`config.mk`:
```
export PLATFORM = sky130hd
export DESIGN_NAME = fetch_unit
export DESIGN_NICKNAME = d
export VERILOG_FILES = /design/src/rtl/fetch_unit.sv
export SDC_FILE = /design/constraint.sdc
export NUM_CORES = 1
export LEC_CHECK = 0
export CELL_PAD_IN_SITES_DETAIL_PLACEMENT = 0
export CELL_PAD_IN_SITES_GLOBAL_PLACEMENT = 2
export CORE_MARGIN = 3
export CORE_UTILIZATION = 31
export CTS_CLUSTER_SIZE = 10
export DETAILED_ROUTE_END_ITERATION = 6
export PLACE_DENSITY_LB_ADDON = 0.12
export SETUP_SLACK_MARGIN = 0.5
export SYNTH_ARGS = -nofsm -noshare
export SYNTH_HDL_FRONTEND = slang
export SYNTH_SLANG_ARGS = --single-unit
export TNS_END_PERCENT = 10
```
`constraint.sdc`:
```
create_clock -name clk -period 3.9 [get_ports clk]
set_input_delay 0.585 -clock clk [delete_from_list [all_inputs] [get_ports clk]]
set_output_delay 0.585 -clock clk [all_outputs]
set_load 0.05 [all_outputs]
```
`src/rtl/fetch_unit.sv`:
```
// fetch_unit
//   Instruction-fetch stage. Owns the program counter, drives the word address
//   into a combinational instruction memory, and captures each returned word
//   with its PC into a 2-entry FIFO. The FIFO head is offered to decode over a
//   valid/ready handshake. A redirect flushes the FIFO and reloads the PC. A
//   fetch attempt beyond the memory range sets a sticky fault.
//
//   Optional performance counters are compiled in when FETCH_PERF_EN is defined.
//
// Ports
//   clk           in   system clock, rising edge
//   reset         in   synchronous active-high reset
//   pc            out  byte address to instruction memory (word = pc[31:2])
//   instr_in      in   instruction word for the current pc
//   redirect      in   taken branch/jump pulse
//   redirect_pc   in   redirect target byte address (low two bits dropped)
//   out_valid     out  FIFO head holds a valid instruction
//   out_ready     in   decode accepts the head this cycle
//   out_instr     out  instruction at FIFO head
//   out_pc        out  PC of out_instr
//   out_pc_plus4  out  out_pc + 4
//   fault         out  sticky out-of-range fetch flag
//   perf_fetched  out  (FETCH_PERF_EN) number of pushes
//   perf_stall    out  (FETCH_PERF_EN) cycles stalled on a full FIFO

module fetch_unit #(
    parameter logic [31:0] RESET_PC   = 32'h0000_0000,
    parameter int unsigned IMEM_WORDS = 76
) (
    input  logic        clk,
    input  logic        reset,
    output logic [31:0] pc,
    input  logic [31:0] instr_in,
    input  logic        redirect,
    input  logic [31:0] redirect_pc,
    output logic        out_valid,
    input  logic        out_ready,
    output logic [31:0] out_instr,
    output logic [31:0] out_pc,
    output logic [31:0] out_pc_plus4,
    output logic        fault
`ifdef FETCH_PERF_EN
    ,
    output logic [31:0] perf_fetched,
    output logic [31:0] perf_stall
`endif
);

    logic [31:0] buf_instr [2];
    logic [31:0] buf_pc    [2];
    logic [31:0] buf_pc4   [2];
    logic        head;
    logic        tail;
    logic [1:0]  count;

    logic        in_range;
    logic        full;
    logic        pop;
    logic        push;

    // Target low bits are discarded on redirect.
    logic unused_redirect_lsb;
    assign unused_redirect_lsb = &{1'b0, redirect_pc[1:0]};

    assign in_range = ({2'b00, pc[31:2]} < IMEM_WORDS);
    assign full     = (count == 2'd2);
    assign pop      = out_valid & out_ready;
    assign push     = ~redirect & ~fault & in_range & (~full | pop);

    assign out_valid    = (count != 2'd0);
    assign out_instr    = buf_instr[head];
    assign out_pc       = buf_pc[head];
    // Stored at push time so the head output is a pure register read.
    assign out_pc_plus4 = buf_pc4[head];

    always_ff @(posedge clk) begin
        if (reset) begin
            pc    <= RESET_PC;
            count <= 2'd0;
            head  <= 1'b0;
            tail  <= 1'b0;
            fault <= 1'b0;
            for (int i = 0; i < 2; i++) begin
                buf_instr[i] <= 32'd0;
                buf_pc[i]    <= 32'd0;
                buf_pc4[i]   <= 32'd0;
            end
        end else if (redirect) begin
            // Flush wins over any concurrent pop; fault is left untouched.
            count <= 2'd0;
            head  <= 1'b0;
            tail  <= 1'b0;
            pc    <= {redirect_pc[31:2], 2'b00};
        end else begin
            // The fault records the attempt even while the FIFO is full, so
            // it can coexist with a full buffer that is still draining.
            if (!in_range) begin
                fault <= 1'b1;
            end
            if (push) begin
                buf_instr[tail] <= instr_in;
                buf_pc[tail]    <= pc;
                buf_pc4[tail]   <= pc + 32'd4;
                tail            <= ~tail;
                pc              <= pc + 32'd4;
            end
            if (pop) begin
                head <= ~head;
            end
            case ({push, pop})
                2'b10:   count <= count + 2'd1;
                2'b01:   count <= count - 2'd1;
                default: count <= count;
            endcase
        end
    end

`ifdef FETCH_PERF_EN
    always_ff @(posedge clk) begin
        if (reset) begin
            perf_fetched <= 32'd0;
            perf_stall   <= 32'd0;
        end else begin
            if (push) begin
                perf_fetched <= perf_fetched + 32'd1;
            end
            if (full && !pop && !redirect && !fault) begin
                perf_stall <= perf_stall + 32'd1;
            end
        end
    end
`endif

endmodule
```
==> results.cfg <==
[drt]
ant_nets = 0
top_layer_used = met5
dr_wl_met2_mm = 9.942
drt-met1-wl_mm = 7.898
via_count = 5370
routedWlPerCell_um = 15.70
wl_met3_mm = 1.674
avgViaCountPerCell = 4.259
routed_wl_mm = 19.80
dr.pass1.iters = 4
drc_errors = 0
initialDrtViolationCount = 194

[final_layout]
area_delta_synth_final_pct = 39.20
final_common_cell = clkdlybuf4s50_1
num-nets-final = 932
mostFrequentLayoutCells = clkdlybuf4s50_1, edfxtp_1, conb_1
stdcell_area_um2 = 12420
layout-drive-gt1-share_pct = 17.44
antennaDiodeCount = 0

[grt]
grt_max_degree = 93
grt_pass1_vias = 5633
grt_pass1_wl_mm = 31.08
antenna_found_initial = 1
track_usage_pct = 12.68
overflow = 0

[critical_path]
critPathRequiredTime_ps = 3310
end_kind = primary output
cp_data_arrival_time_ps = 2650
path_class = register to primary output
crit_fanout = 38
cpLargestDelayFamily = buffers and inverters
critPathBufInv = 2
cp_slowest_cell = clkdlybuf4s50_1
worstPathCellList = buf_4 -> mux2_2 -> clkdlybuf4s50_1
critPathMaxStageDelay_ps = 720
cp-start-kind = register

[yosys]
synth_flop_cell = edfxtp_1
postSynthAreaPerCell_um2 = 15.63
ys_types = 44
ys_ff_latch = 220
yosysWarnings = 0
synth_cells = 571
synth_edf_count = 184
synth_area_um2 = 8924
async_reset_ff_share_pct = 0
ys_seq_area_share_pct = 69.99

[clock_tree]
cts_max_level = 1
cts_setup_buffers = 0
clk_pin_slew_ps = 50
cts_buffer_depth = 3
cts-root-buf = clkbuf_16
clk_latency_ps = 520
cts_tree = yes
cts.repair.resized = 0
numCtsBuffers = 27
postCtsHoldBufs = 0
clock_sinks = 220

[timing]
drv_slew = 0
min_period_over_period_pct = 82.97
rsz0062_at_grt = false
whs_ps = 489.7
finalHoldViolCount = 0
tightestPinTransition_ps = 578.5
period_needed_ps = 3236
final-setup-viol-count = 0
slew_headroom_pct = 61.31
finClkSkew_ps = 13.11
max_freq_mhz = 309.0

[floorplanning]
ios = 198
start_util_pct = 31.77
fp.dieH_um = 175.7
die_w_um = 175.7
coreArea_um2 = 28090
die_area_um2 = 30860
rows = 61

[flow_run]
cap_violations = 0

[placed_design]
gp_congestion = 0.7304
place.port_buffers = 189
hpwlAfterDp_mm = 12.87
placed_area_um2 = 11610

[power_and_ir_drop]
power_density_nw_per_um2 = 451.4
ir_drop_uv = 234.1
p_leak_nw = 4.622

[run_status]
status = finished, final reports clean

[worst_hold_path]
hold_class = register to register
-- worst reg2reg max path, cell delays in order (launching register included) --
cell	delay, ps
dfxtp_1	330
nor4_2	340
o211ai_2	250
nor4_4	290
buf_4	230
a21o_4	440
buf_12	290
-- state kept, by name, summed over array words and instances (netlist names), named ones only --
signal and count:
tail 1, buf_pc 60, head 1, pc 30, count 2, buf_instr 64, buf_pc4 60, fault 1
-- power breakdown --
group | internal, mW | switching (mW) | total (mW)
Sequential | 2.66 | 0.0440 | 2.71
Clock | 1.38 | 0.887 | 2.26
Combinational | 0.234 | 0.404 | 0.639
Total | 4.27 | 1.34 | 5.61
-- cells in the mapped netlist, drive strengths merged (2+ instances only) --
cell type  number  share of area, %
nor4            8               1.1
a2111oi         2              0.21
inv             7              0.29
or3b            3              0.29
nand3           7              0.39
nor3            3              0.17
and2           78               5.5
nand2          11              0.46
mux2i          23               2.6
a21oi           4              0.22
and3            4              0.28
dfxtp          36               8.1
xor2            5              0.49
a211oi          3              0.31
mux2           92                12
nor2           42               1.8
edfxtp        184                62
or2             4              0.28
o221ai          3              0.29
buf            19               1.5
clkbuf         15              0.63
xnor2           4              0.39
-- cells by family (layout without fill, tap and decap cells) --
logic type | count (synthesis) | after routing | share of synthesized area (%)
compound gates | 20 | 20 | 1.781
xor+xnor | 9 | 9 | 0.8833
other cells | 1 | 98 | 0.04202
fa+ha+maj | 1 | 1 | 0.1402
flops | 220 | 220 | 69.99
buf+inv | 42 | 257 | 2.426
simple gates | 163 | 163 | 10.54
mux | 115 | 115 | 14.19
-- routing by layer --
metal  vias to the layer above  track usage (%)
li1                       2569                -
met1                      2617            15.28
met2                       162            21.85
met3                        20            4.367
met4                         2            3.068
met5                         -                0
-- cell type report --
type                            count  area (µm²)
Sequential cell                   220        6250
Inverter                            8       30.03
Multi-Input combinational cell    406        2840
Fill cell                        2646       15670
Clock inverter                      1       5.005
Timing Repair Buffer              200        2019
Clock buffer                       48       804.5
Tap cell                          378       473.0
-- per-stage QoR --
step,setup TNS (ps),instances,utilization (%),setup WS [ps],total power [mW]
after global placement,0,1212,41.34,986.1,3.390
after floorplan,-3943,668,-,-42.86,3.145
after global routing,0,1261,44.23,505.8,5.843
final,0,1261,44.23,664.1,5.607
after CTS,0,1261,44.23,553.6,5.706
after detailed placement,0,1212,41.34,933.2,3.401
-- final timing paths --
kind / start / slack, ps / depth (start not counted) / endpoint
max: register / 660 / 3 / out_pc_plus4[30]
min: fault$_SDFFE_PP0P_ / 490 / 2 / fault$_SDFFE_PP0P_
max reg2reg: pc[18]$_SDFFE_PP0P_ / 1390 / 6 / buf_instr[0][12]$_SDFFCE_PN0P_
min reg2reg: fault$_SDFFE_PP0P_ / 490 / 2 / fault$_SDFFE_PP0P_
No activity file was read; power rests on OpenSTA's default activity.
